### config.mk
export PLATFORM = sky130hd
export DESIGN_NAME = fifo_rd_stream
export DESIGN_NICKNAME = d
export VERILOG_FILES = /design/src/rtl/fifo_pkg.sv /design/src/rtl/fifo_skid_buf.sv /design/src/rtl/fifo_rd_stream.sv
export SDC_FILE = /design/constraint.sdc
export NUM_CORES = 1
export LEC_CHECK = 0
export BUFFER_PORTS_ARGS = -buffer_cell sky130_fd_sc_hd__buf_2
export CAP_MARGIN = 10
export CORE_MARGIN = 5
export CORE_UTILIZATION = 57
export DETAILED_ROUTE_END_ITERATION = 8
export PLACE_DENSITY = 0.84
export SETUP_SLACK_MARGIN = 0.15
export SLEW_MARGIN = 20
export SYNTH_ARGS = -nofsm -noshare
export SYNTH_HDL_FRONTEND = slang
export SYNTH_SLANG_ARGS = --single-unit
### constraint.sdc
create_clock -name clk -period 5.84 [get_ports clk]
set_clock_uncertainty 0.2 [all_clocks]
set_input_delay 0.292 -clock clk [delete_from_list [all_inputs] [get_ports clk]]
set_output_delay 0.292 -clock clk [all_outputs]
set_load 0.01 [all_outputs]
### src/rtl/fifo_pkg.sv
// fifo_pkg: shared constants and types for the FIFO read-stream slice.
//   FIFO_WIDTH : default data word width (matches upstream FIFO)
//   CNT_WIDTH  : default width of the sent-word counter
//   occ_e      : skid-buffer occupancy encoding
package fifo_pkg;

    localparam int unsigned FIFO_WIDTH = 16;
    localparam int unsigned CNT_WIDTH  = 16;

    typedef enum logic [1:0] {
        EMPTY = 2'd0,
        ONE   = 2'd1,
        TWO   = 2'd2
    } occ_e;

endpackage

### src/rtl/fifo_skid_buf.sv
// fifo_skid_buf: 2-entry in-order skid buffer.
// Ports:
//   clk, rst   : clock, synchronous active-high reset
//   wr_i       : write wr_data_i at the tail this cycle
//   wr_data_i  : data to write
//   pop_i      : head consumed this cycle (only meaningful when valid_o)
//   head_o     : current head word (entry 0)
//   valid_o    : buffer non-empty
//   occ_o      : occupancy
// The caller guarantees no write while full without a simultaneous pop.
module fifo_skid_buf #(
    parameter int unsigned WIDTH = fifo_pkg::FIFO_WIDTH
) (
    input  logic             clk,
    input  logic             rst,
    input  logic             wr_i,
    input  logic [WIDTH-1:0] wr_data_i,
    input  logic             pop_i,
    output logic [WIDTH-1:0] head_o,
    output logic             valid_o,
    output fifo_pkg::occ_e   occ_o
);
    import fifo_pkg::*;

    occ_e             occ_q, occ_d;
    logic [WIDTH-1:0] e0_q, e0_d;
    logic [WIDTH-1:0] e1_q, e1_d;

    // State register
    always_ff @(posedge clk) begin
        if (rst) begin
            occ_q <= EMPTY;
            e0_q  <= '0;
            e1_q  <= '0;
        end else begin
            occ_q <= occ_d;
            e0_q  <= e0_d;
            e1_q  <= e1_d;
        end
    end

    // Next-state logic; entry 0 is always the head.
    always_comb begin
        occ_d = occ_q;
        e0_d  = e0_q;
        e1_d  = e1_q;
        unique case (occ_q)
            EMPTY: begin
                if (wr_i) begin
                    e0_d  = wr_data_i;
                    occ_d = ONE;
                end
            end
            ONE: begin
                if (wr_i && pop_i) begin
                    e0_d = wr_data_i;
                end else if (wr_i) begin
                    e1_d  = wr_data_i;
                    occ_d = TWO;
                end else if (pop_i) begin
                    occ_d = EMPTY;
                end
            end
            TWO: begin
                // Pop shifts entry 1 to the head; a concurrent write refills entry 1.
                if (pop_i) begin
                    e0_d = e1_q;
                    if (wr_i) begin
                        e1_d = wr_data_i;
                    end else begin
                        occ_d = ONE;
                    end
                end
            end
            default: occ_d = EMPTY;
        endcase
    end

    // Outputs from registered state only
    always_comb begin
        head_o  = e0_q;
        valid_o = (occ_q != EMPTY);
        occ_o   = occ_q;
    end

endmodule

### src/rtl/fifo_rd_stream.sv
// fifo_rd_stream: drains an upstream FIFO into a valid/ready stream.
// Ports:
//   clk, rst        : clock, synchronous active-high reset
//   enable          : allow new FIFO reads
//   fifo_empty      : upstream FIFO empty flag
//   fifo_underflow  : upstream underflow flag (cycle after a read)
//   fifo_data_out   : upstream read data (cycle after fifo_rd_en)
//   fifo_rd_en      : upstream read strobe (combinational)
//   m_valid/m_ready : output handshake
//   m_data          : output word
//   words_sent      : completed handshakes, wraps
//   underflow_err   : sticky underflow flag
module fifo_rd_stream #(
    parameter int unsigned FIFO_WIDTH = fifo_pkg::FIFO_WIDTH,
    parameter int unsigned CNT_WIDTH  = fifo_pkg::CNT_WIDTH
) (
    input  logic                  clk,
    input  logic                  rst,
    input  logic                  enable,
    input  logic                  fifo_empty,
    input  logic                  fifo_underflow,
    input  logic [FIFO_WIDTH-1:0] fifo_data_out,
    output logic                  fifo_rd_en,
    output logic                  m_valid,
    input  logic                  m_ready,
    output logic [FIFO_WIDTH-1:0] m_data,
    output logic [CNT_WIDTH-1:0]  words_sent,
    output logic                  underflow_err
);
    import fifo_pkg::*;

    occ_e                 occ;
    logic                 inflight_q;
    logic [CNT_WIDTH-1:0] words_sent_q;
    logic                 underflow_err_q;
    logic                 pop;
    logic                 wr;
    logic [2:0]           credit;

    assign pop = m_valid && m_ready;
    assign wr  = inflight_q && !fifo_underflow;

    // Slots committed after this cycle; pop never exceeds occ, so no wrap.
    assign credit = {1'b0, occ} + {2'b00, inflight_q} - {2'b00, pop};

    assign fifo_rd_en = !rst && enable && !fifo_empty && (credit < 3'd2);

    always_ff @(posedge clk) begin
        if (rst) begin
            inflight_q      <= 1'b0;
            words_sent_q    <= '0;
            underflow_err_q <= 1'b0;
        end else begin
            inflight_q <= fifo_rd_en;
            if (pop) begin
                words_sent_q <= words_sent_q + 1'b1;
            end
            if (inflight_q && fifo_underflow) begin
                underflow_err_q <= 1'b1;
            end
        end
    end

    fifo_skid_buf #(
        .WIDTH(FIFO_WIDTH)
    ) u_skid (
        .clk       (clk),
        .rst       (rst),
        .wr_i      (wr),
        .wr_data_i (fifo_data_out),
        .pop_i     (pop),
        .head_o    (m_data),
        .valid_o   (m_valid),
        .occ_o     (occ)
    );

    assign words_sent    = words_sent_q;
    assign underflow_err = underflow_err_q;

endmodule

==> summary.json, run 1 <==
{
  "status": "complete, no violations",
  "route.detailed.wl_per_inst_um": 13.7,
  "dpl_cell_area_um2": 2600,
  "worst_ep_required_time_ns": 5.35,
  "hold_start": "fifo_data_out[14]",
  "post_synthesis_share_of_cell_area_spent_on_full_adders_half_adders_and_majority_gates_pct": 1.38,
  "worst_skew_pair.late_latency_ns": 0.30,
  "port_buffers": 56,
  "crit_family": "flip-flops",
  "maxClockFrequency_mhz": 344,
  "post_synth_xor_area_fraction_pct": 4.10,
  "first_global_vias": 1688,
  "fillerInstances": 329,
  "sequential_cell_area_um2": 1040,
  "start_util_pct": 58.7,
  "core_um2": 4000,
  "remaining_drc_errors": 0,
  "yosysSeqAreaShare_pct": 44.3,
  "power_switching_share_pct": 24.0,
  "total_internal_power_uw": 478,
  "synth.distinct_cells": 45,
  "path_buf_inv": 1,
  "worstSetupStartpoint": "u_skid.occ_o[1]",
  "timing.hold.worst_endpoint": "u_skid.e1_q[14]",
  "worst-path-stages": 6,
  "fp.dieArea_um2": 5510,
  "cts_setup_buffers": 0,
  "synth.yosys.warnings": 0,
  "grt_first_pass_wirelength_um": 7610,
  "postLayoutCoreUtil_pct": 67.7,
  "seq_pwr_share_pct": 58.2,
  "ys_ff_latch": 52,
  "average_footprint_of_a_synthesized_cell_um2": 9.79,
  "worstSetupEndpointType": "output port",
  "maxCapViolations": 0,
  "globalRouteOverflowTotal": 0,
  "layout_common_cells": "56 x sky130_fd_sc_hd__buf_2, 52 x sky130_fd_sc_hd__dfxtp_1, 49 x sky130_fd_sc_hd__nor2_1",
  "final_min_period_over_clock_period_pct": 49.8,
  "ys_async_sr_fraction_pct": 0,
  "antenna_cells_inserted": 0,
  "pre_cts_ws_ns": 3.25,
  "mostFrequentLayoutCell": "sky130_fd_sc_hd__buf_2",
  "post-place-cells": 329,
  "slew_headroom_pct": 28.9,
  "detail_route.first_pass.iterations": 4,
  "worst_hold_path_type": "input pin to register",
  "timing.reg2reg.worst_path_depth": 5,
  "synth_fp_nets": 264,
  "reg2reg_setup_slack_ns": 3.61,
  "synthCells": 240,
  "antenna_violations_before_repair": 0,
  "tritoncts": "yes",
  "number_of_synthesized_flops_with_an_enable_pin": 0,
  "clock_tree.root_cell": "sky130_fd_sc_hd__clkbuf_8",
  "cts_buffers": 5,
  "area.growth.synth_to_final_pct": 15.2,
  "multi_input_area_um2": 1210,
  "post_route_cells_drive_above_1_share_pct": 27.1,
  "criticalPathCategory": "register to output port",
  "total_power_uw": 629,
  "grt_max_degree": 56,
  "dr_total_vias": 1822,
  "fraction_of_the_mapped_netlist_area_in_compound_gates_pct": 12.4,
  "post_drt_via_cell_ratio": 5.39,
  "chipWidth_um": 74.2,
  "routed_wirelength_um": 4630,
  "finalNetCount": 311,
  "worstHoldPathCells": 3,
  "pwr_density_cell_nw_per_um2": 232,
  "cts_num_sinks": 52,
  "clock_tree.buffer_depth": 2,
  "p_switching_uw": 151,
  "clock_power_share_pct": 34.1,
  "top_level_ports": 57,
  "fin_tns_setup_ns": 0,
  "critical_path.slowest_cell": "sky130_fd_sc_hd__dfxtp_1",
  "die-height_um": 74.2,
  "final_cell_count_no_fill": 338,
  "dp_hpwl_um": 3230,
  "grt_setup_unrepaired": "no",
  "setup_slack_ns": 2.93,
  "global_route.usage.total_pct": 17.5,
  "worst_r2r_startpoint": "u_skid.occ_o[1]",
  "worstMarginPinSlew_ns": 1.07,
  "final.min_clock_period_ns": 2.91,
  "placement_rows": 23,
  "p_leak_nw": 1.34,
  "timing.final.setup_violations": 0,
  "maxSlewViolCount": 0,
  "worstPathMaxFanout": 13,
  "ctsHtreeMaxLevel": 2,
  "mapped_area_um2": 2350,
  "crit_chain": "and3b_1 -> o21ai_0 -> fa_1 -> nand2_1 -> nor4_1 -> buf_2",
  "cts_resized": 0,
  "stdcell_area_um2": 2710,
  "detail-route-antenna-nets": 0,
  "report.final.hold_viol_count": 0,
  "timing.critical_path.arrival_ns": 2.41,
  "cpPeakStageDelay_ns": 0.64,
  "yosys.area_share.simple_pct": 18.1,
  "timing.rr.end": "inflight_q",
  "detailedRoute.firstIterationViolations": 66,
  "power_frac_comb_pct": 7.7,
  "timing.critical_path.from_type": "register",
  "worst_ir_drop_vdd_uv": 170,
  "dominant_combinational_cell_family_by_area_after_synthesis": "simple AND/OR/NAND/NOR gates",
  "post_cts_hold_buffer_count": 1,
  "path_clk_slew_ns": 0.10,
  "synth_top_flop_cell": "sky130_fd_sc_hd__dfxtp_1",
  "finalHoldWorstSlack_ns": 0.0369,
  "synthMuxAreaShare_pct": 15.4,
  "gp_congestion": 0.733
}
-- flip-flops by register name, indices dropped and copies added, names as in the netlist --
name,cells
underflow_err,1
u_skid.head_o,16
u_skid.e1_q,16
words_sent,16
inflight_q,1
u_skid.occ_o,2
-- synthesized netlist by cell type (2+ instances only) --
master	number	share of area, %
sky130_fd_sc_hd__a211oi_1	10	3.2
sky130_fd_sc_hd__nor2b_1	4	1.1
sky130_fd_sc_hd__nor2_1	49	7.8
sky130_fd_sc_hd__nand2b_1	2	0.53
sky130_fd_sc_hd__o21ai_0	2	0.43
sky130_fd_sc_hd__xor2_1	7	2.6
sky130_fd_sc_hd__dfxtp_1	52	44
sky130_fd_sc_hd__inv_1	2	0.32
sky130_fd_sc_hd__buf_2	5	1.1
sky130_fd_sc_hd__clkbuf_1	4	0.64
sky130_fd_sc_hd__buf_1	2	0.32
sky130_fd_sc_hd__a211oi_2	6	3.2
sky130_fd_sc_hd__nand3_1	8	1.7
sky130_fd_sc_hd__and2_1	2	0.53
sky130_fd_sc_hd__nor3_1	2	0.43
sky130_fd_sc_hd__nor4_1	2	0.53
sky130_fd_sc_hd__nand2_1	3	0.48
sky130_fd_sc_hd__or4_1	2	0.64
sky130_fd_sc_hd__xnor2_1	4	1.5
sky130_fd_sc_hd__mux2_1	2	0.96
sky130_fd_sc_hd__buf_4	4	1.3
sky130_fd_sc_hd__or2_1	2	0.53
sky130_fd_sc_hd__o31ai_1	2	0.64
sky130_fd_sc_hd__nand4_1	2	0.53
sky130_fd_sc_hd__mux2i_1	34	14
sky130_fd_sc_hd__a21oi_1	7	1.5
-- worst reg2reg max path: stages, from the launching register on --
cell                      delay, ns
sky130_fd_sc_hd__dfxtp_1       0.64
sky130_fd_sc_hd__and3b_1       0.39
sky130_fd_sc_hd__o21ai_0       0.16
sky130_fd_sc_hd__fa_1          0.50
sky130_fd_sc_hd__nand2_1       0.06
sky130_fd_sc_hd__nor4_1        0.20
-- layer usage --
layer	up-vias	track usage [%]	routed length (um)
li1	933	-	-
met1	848	20.7	2060
met2	37	30.7	2280
met3	4	5.14	263
met4	0	5.23	34
met5	-	0	0
-- worst max path at each step --
stage,slack [ns],end
floorplan,3.52,fifo_rd_en
global placement,3.32,fifo_rd_en
detailed placement,3.25,u_skid.head_o[13]
CTS,2.92,fifo_rd_en
global route,2.71,fifo_rd_en
finish,2.93,fifo_rd_en
-- power by group through the flow --
stage | logic [mW] | registers (mW) | clock network, mW
2_1_floorplan | 0.0279 | 0.376 | 0
3_3_place_gp | 0.0472 | 0.374 | 0
3_5_place_dp | 0.0484 | 0.374 | 0
4_1_cts | 0.0492 | 0.366 | 0.220
5_1_grt | 0.0545 | 0.367 | 0.236
6_report | 0.0486 | 0.366 | 0.214
-- area by class of cell --
| class | instances | share of cell area (%) |
|---|---|---|
| Tap cell | 50 | 2.31 |
| Multi-Input combinational cell | 169 | 44.6 |
| Clock inverter | 2 | 0.555 |
| Sequential cell | 52 | 38.4 |
| Timing Repair Buffer | 57 | 10.7 |
| Inverter | 2 | 0.277 |
| Clock buffer | 6 | 3.05 |
-- logic make-up (layout without fill, tap and decap cells) --
| family | count (synthesis) | count (layout) |
|---|---|---|
| AND/OR/NAND/NOR | 86 | 86 |
| multiplexers | 36 | 36 |
| buffers and inverters | 19 | 67 |
| XOR/XNOR | 11 | 11 |
| AO/OA/AOI/OAI | 34 | 34 |
| flip-flops | 52 | 52 |
| adder cells (fa/ha/maj) | 2 | 2 |
Power figures use the tool's default switching activity.
==> run 2: changes to the inputs <==
--- a/config.mk
+++ b/config.mk
@@ -8,9 +8,9 @@
 export BUFFER_PORTS_ARGS = -buffer_cell sky130_fd_sc_hd__buf_2
 export CAP_MARGIN = 10
 export CORE_MARGIN = 5
-export CORE_UTILIZATION = 57
+export CORE_UTILIZATION = 48
 export DETAILED_ROUTE_END_ITERATION = 8
-export PLACE_DENSITY = 0.84
+export PLACE_DENSITY = 0.76
 export SETUP_SLACK_MARGIN = 0.15
 export SLEW_MARGIN = 20
 export SYNTH_ARGS = -nofsm -noshare
==> constraint.sdc (replaced) <==
create_clock -name clk -period 2.3 [get_ports clk]
set_clock_uncertainty 0.2 [all_clocks]
set_input_delay 0.115 -clock clk [delete_from_list [all_inputs] [get_ports clk]]
set_output_delay 0.115 -clock clk [all_outputs]
set_load 0.01 [all_outputs]
==> run 2 against run 1 <==
  * Via count rose by 4.6%
  * Cell count rose by 13%
  * Sequential power grew to 2.5 times the previous value
  * Combinational power rose to 3.2 times the previous value
  * Clock power rose to 2.6 times the previous value
  * Register-to-register slack worse by 3.3 ns
==> summary.json, run 2 (synthesis results as in run 1) <==
{
  "chipWidth_um": 80.0,
  "worstPathMaxFanout": 4,
  "area.growth.synth_to_final_pct": 27.0,
  "timing.critical_path.from_type": "register",
  "clock_tree.root_cell": "sky130_fd_sc_hd__clkbuf_8",
  "crit_family": "simple AND/OR/NAND/NOR gates",
  "worst_ep_required_time_ns": 1.99,
  "antenna_cells_inserted": 0,
  "detail_route.first_pass.iterations": 4,
  "final.min_clock_period_ns": 2.23,
  "antenna_violations_before_repair": 0,
  "path_buf_inv": 1,
  "status": "complete, no violations",
  "grt_setup_unrepaired": "yes",
  "finalHoldWorstSlack_ns": 0.0584,
  "worstMarginPinSlew_ns": 0.447,
  "detailedRoute.firstIterationViolations": 88,
  "cts_buffers": 5,
  "grt_max_degree": 42,
  "timing.critical_path.arrival_ns": 1.91,
  "pre_cts_ws_ns": 0.243,
  "grt_first_pass_wirelength_um": 8620,
  "worst_skew_pair.late_latency_ns": 0.30,
  "layout_common_cells": "56 x sky130_fd_sc_hd__buf_2, 51 x sky130_fd_sc_hd__dfxtp_1, 49 x sky130_fd_sc_hd__nor2_1",
  "fin_tns_setup_ns": 0,
  "route.detailed.wl_per_inst_um": 13.3,
  "start_util_pct": 49.7,
  "maxCapViolations": 0,
  "detail-route-antenna-nets": 0,
  "global_route.usage.total_pct": 16.8,
  "mostFrequentLayoutCell": "sky130_fd_sc_hd__buf_2",
  "clock_tree.buffer_depth": 2,
  "worstSetupEndpointType": "output port",
  "dr_total_vias": 1906,
  "cpPeakStageDelay_ns": 0.49,
  "tritoncts": "yes",
  "finalNetCount": 338,
  "die-height_um": 80.0,
  "gp_congestion": 0.774,
  "setup_slack_ns": 0.0710,
  "cts_num_sinks": 52,
  "placement_rows": 25,
  "dp_hpwl_um": 3430,
  "first_global_vias": 1867,
  "worst_ir_drop_vdd_uv": 317,
  "critical_path.slowest_cell": "sky130_fd_sc_hd__fa_1",
  "core_um2": 4720,
  "top_level_ports": 57,
  "slew_headroom_pct": 70.2,
  "post_route_cells_drive_above_1_share_pct": 28.3,
  "p_leak_nw": 1.47,
  "final_min_period_over_clock_period_pct": 96.9,
  "globalRouteOverflowTotal": 0,
  "maxSlewViolCount": 0,
  "criticalPathCategory": "register to output port",
  "port_buffers": 56,
  "post_drt_via_cell_ratio": 4.99,
  "report.final.hold_viol_count": 0,
  "timing.final.setup_violations": 0,
  "worst_hold_path_type": "input pin to register",
  "routed_wirelength_um": 5100,
  "remaining_drc_errors": 0,
  "pwr_density_cell_nw_per_um2": 545,
  "crit_chain": "and3b_2 -> o21ai_2 -> fa_1 -> nand2_1 -> nor4_1 -> buf_2",
  "maxClockFrequency_mhz": 449,
  "fp.dieArea_um2": 6390,
  "path_clk_slew_ns": 0.09,
  "ctsHtreeMaxLevel": 2
}
run 2: worst reg2reg max path: cells and delay by family (launching register included):
family	cells	cell delay, ns
and+or+nand+nor	1	0.24
DFF	1	0.35
buffers and inverters	3	0.51
AOI/OAI and AO/OA	2	0.55
run 2: repair_timing:
item | 4_1_cts | 5_1_grt
pin swaps | 0 | 0
setup buffers | 1 | 1
gates resized for setup | 3 | 2
hold buffers | 20 | 0
setup endpoints to repair | 1 | 1
hold endpoints to repair | 36 | 0
run 2: metrics by stage:
step,utilization (%),cell area (um2),std cells,power (mW)
after detailed placement,56.4,2670,352,1.08
after global placement,56.4,2670,352,1.07
after global routing,63.2,2990,382,1.71
after CTS,62.9,2970,381,1.65
after floorplan,-,2350,240,1.03
final,63.2,2990,382,1.63
run 2: final timing paths:
path	startpoint	to	slack [ns]	depth (start not counted)
setup / recovery	u_skid.occ_o[0]	fifo_rd_en	0.07	6
hold / removal	m_ready	words_sent[2]	0.06	4
setup reg to reg	u_skid.occ_o[0]	u_skid.head_o[8]	0.36	6
hold reg to reg	underflow_err	underflow_err	0.28	2
run 2: power by group:
| group | internal, mW | switching, mW | leakage [nW] |
|---|---|---|---|
| registers | 0.918 | 0.00928 | 0.421 |
| clock network | 0.247 | 0.300 | 0.0516 |
| logic | 0.0757 | 0.0792 | 0.994 |
| total | 1.24 | 0.388 | 1.47 |
run 2: layout make-up:
| cell class | instances | area (um2) |
|---|---|---|
| Fill cell | 408 | 1740 |
| Multi-Input combinational cell | 169 | 1210 |
| Sequential cell | 52 | 1040 |
| Timing Repair Buffer | 84 | 541 |
| Tap cell | 67 | 83.8 |
| Clock buffer | 6 | 82.6 |
| Clock inverter | 2 | 13.8 |
| Inverter | 2 | 7.51 |
run 2: metal layers:
layer	wire, um	GRT usage [%]	vias to the layer above
li1	-	-	992
met1	2310	21.0	879
met2	2520	28.4	31
met3	212	4.18	4
met4	53	5.07	0
met5	0	0	-
==> run 3: changes to the inputs <==
--- a/config.mk
+++ b/config.mk
@@ -8,9 +8,9 @@
 export BUFFER_PORTS_ARGS = -buffer_cell sky130_fd_sc_hd__buf_2
 export CAP_MARGIN = 10
 export CORE_MARGIN = 5
-export CORE_UTILIZATION = 48
+export CORE_UTILIZATION = 53
 export DETAILED_ROUTE_END_ITERATION = 8
-export PLACE_DENSITY = 0.76
+export PLACE_DENSITY = 0.79
 export SETUP_SLACK_MARGIN = 0.15
 export SLEW_MARGIN = 20
 export SYNTH_ARGS = -nofsm -noshare
==> constraint.sdc (replaced) <==
create_clock -name clk -period 2.2 [get_ports clk]
set_clock_uncertainty 0.2 [all_clocks]
set_input_delay 0.11 -clock clk [delete_from_list [all_inputs] [get_ports clk]]
set_output_delay 0.11 -clock clk [all_outputs]
set_load 0.01 [all_outputs]
==> run 3 against run 2 <==
  * The flow now finishes with violations (negative setup slack)
  * Count of clock-buffer cells in the layout did not move
  * Combinational power increased by 6%
  * Non-clock buffer count increased by 2
  * Wire length grew 1.4%
  * First-iteration DRC count down 60%
  * Via count rose by 2.2%
==> summary.json, run 3 (synthesis results as in run 1) <==
{
  "timing.hold.worst_endpoint": "u_skid.e1_q[13]",
  "globalRouteOverflowTotal": 0,
  "worstHoldPathCells": 2,
  "worst_skew_pair.late_latency_ns": 0.30,
  "dp_hpwl_um": 3390,
  "slew_headroom_pct": 73.0,
  "path_clk_slew_ns": 0.09,
  "worstPathMaxFanout": 3,
  "clock_tree.buffer_depth": 2,
  "ctsHtreeMaxLevel": 2,
  "core_um2": 4320,
  "dr_total_vias": 1948,
  "post_route_cells_drive_above_1_share_pct": 29.7,
  "worst_ep_required_time_ns": 1.89,
  "grt_setup_unrepaired": "yes",
  "dpl_cell_area_um2": 2670,
  "timing.rr.end": "inflight_q",
  "fp.dieArea_um2": 5870,
  "postLayoutCoreUtil_pct": 70.0,
  "report.final.hold_viol_count": 0,
  "port_buffers": 56,
  "setup_slack_ns": -0.0410,
  "final_cell_count_no_fill": 369,
  "grt_first_pass_wirelength_um": 8680,
  "global_route.usage.total_pct": 17.6,
  "chipWidth_um": 76.6,
  "worst_ir_drop_vdd_uv": 339,
  "p_leak_nw": 1.51,
  "maxSlewViolCount": 0,
  "reg2reg_setup_slack_ns": 0.28,
  "worst_r2r_startpoint": "u_skid.occ_o[0]",
  "pwr_density_cell_nw_per_um2": 585,
  "clock_tree.root_cell": "sky130_fd_sc_hd__clkbuf_8",
  "criticalPathCategory": "register to output port",
  "stdcell_area_um2": 3030,
  "antenna_cells_inserted": 0,
  "detail-route-antenna-nets": 0,
  "die-height_um": 76.6,
  "top_level_ports": 57,
  "antenna_violations_before_repair": 0,
  "total_power_mw": 1.77,
  "sequential_cell_area_um2": 1040,
  "hold_start": "rst",
  "post-place-cells": 337,
  "status": "finished with violations",
  "finalNetCount": 340,
  "placement_rows": 24,
  "worst_hold_path_type": "input pin to register",
  "routed_wirelength_um": 5170,
  "detail_route.first_pass.iterations": 4,
  "grt_max_degree": 37,
  "timing.critical_path.arrival_ns": 1.93,
  "remaining_drc_errors": 0,
  "mostFrequentLayoutCell": "sky130_fd_sc_hd__buf_2",
  "post_drt_via_cell_ratio": 5.28,
  "violations": "negative setup slack",
  "worstMarginPinSlew_ns": 0.405,
  "multi_input_area_um2": 1230,
  "timing.critical_path.from_type": "register",
  "worstSetupEndpointType": "output port",
  "final.min_clock_period_ns": 2.24,
  "maxCapViolations": 0,
  "fillerInstances": 352,
  "cts_buffers": 5,
  "first_global_vias": 1974,
  "cts_num_sinks": 52,
  "detailedRoute.firstIterationViolations": 35,
  "gp_congestion": 0.850,
  "final_min_period_over_clock_period_pct": 102,
  "tritoncts": "yes",
  "route.detailed.wl_per_inst_um": 14.0,
  "pre_cts_ws_ns": 0.122,
  "start_util_pct": 54.3,
  "timing.final.setup_violations": 1,
  "area.growth.synth_to_final_pct": 28.8,
  "layout_common_cells": "56 x sky130_fd_sc_hd__buf_2, 51 x sky130_fd_sc_hd__dfxtp_1, 49 x sky130_fd_sc_hd__nor2_1",
  "timing.reg2reg.worst_path_depth": 6,
  "maxClockFrequency_mhz": 446
}
-- run 3: worst max-delay path by stage --
| stage | startpoint | end | slack, ns |
|---|---|---|---|
| after floorplan | u_skid.occ_o[0] | fifo_rd_en | 0.16 |
| after global placement | u_skid.occ_o[0] | fifo_rd_en | 0.15 |
| after global routing | u_skid.occ_o[0] | fifo_rd_en | -0.10 |
| after detailed placement | u_skid.occ_o[0] | fifo_rd_en | 0.12 |
| final | u_skid.occ_o[0] | fifo_rd_en | -0.04 |
| after CTS | u_skid.occ_o[0] | fifo_rd_en | -0.06 |
-- run 3: what timing repair did --
action,4_1_cts,5_1_grt
pin swaps,3,3
endpoints found under the hold margin,33,0
resized for setup,5,4
setup buffers,3,2
setup endpoints to repair,1,4
hold buffers,19,0
-- run 3: power by group --
group          switching, mW  leakage, nW  internal, mW  total [mW]
logic                 0.0840         1.03        0.0811       0.165
registers             0.0101        0.421         0.959       0.969
clock network          0.300       0.0552         0.338       0.638
-- run 3: through the flow --
stage / setup TNS, ns / hold slack (ns)
after global placement: 0 / 0.116
after detailed placement: 0 / 0.122
after CTS: -0.0580 / 0.00127
after global routing: -0.103 / 0.0344
after floorplan: 0 / -0.0113
final: -0.0410 / 0.00128
-- run 3: layout make-up --
cell class	count	area share (%)
inverter	2	0.248
timing repair buffer	86	18.8
clock buffer	6	2.40
clock inverter	2	1.16
sequential	52	34.4
multi-input combinational	169	40.8
tap	52	2.15
-- run 3: metal layers --
layer  wire length, um  part of all wire, %  track usage [%]
met1              2220                   43             19.9
met2              2600                   50             31.1
met3               223                  4.3             4.96
met4               123                  2.4             6.64
met5                 0                    0                0
-- run 3: critical path: stages (launching register included) --
cell                      delay [ns]
sky130_fd_sc_hd__dfxtp_2        0.34
sky130_fd_sc_hd__and3b_2        0.23
sky130_fd_sc_hd__buf_4          0.14
sky130_fd_sc_hd__fa_1           0.48
sky130_fd_sc_hd__nand2_2        0.06
sky130_fd_sc_hd__nor4_2         0.20
sky130_fd_sc_hd__buf_2          0.17
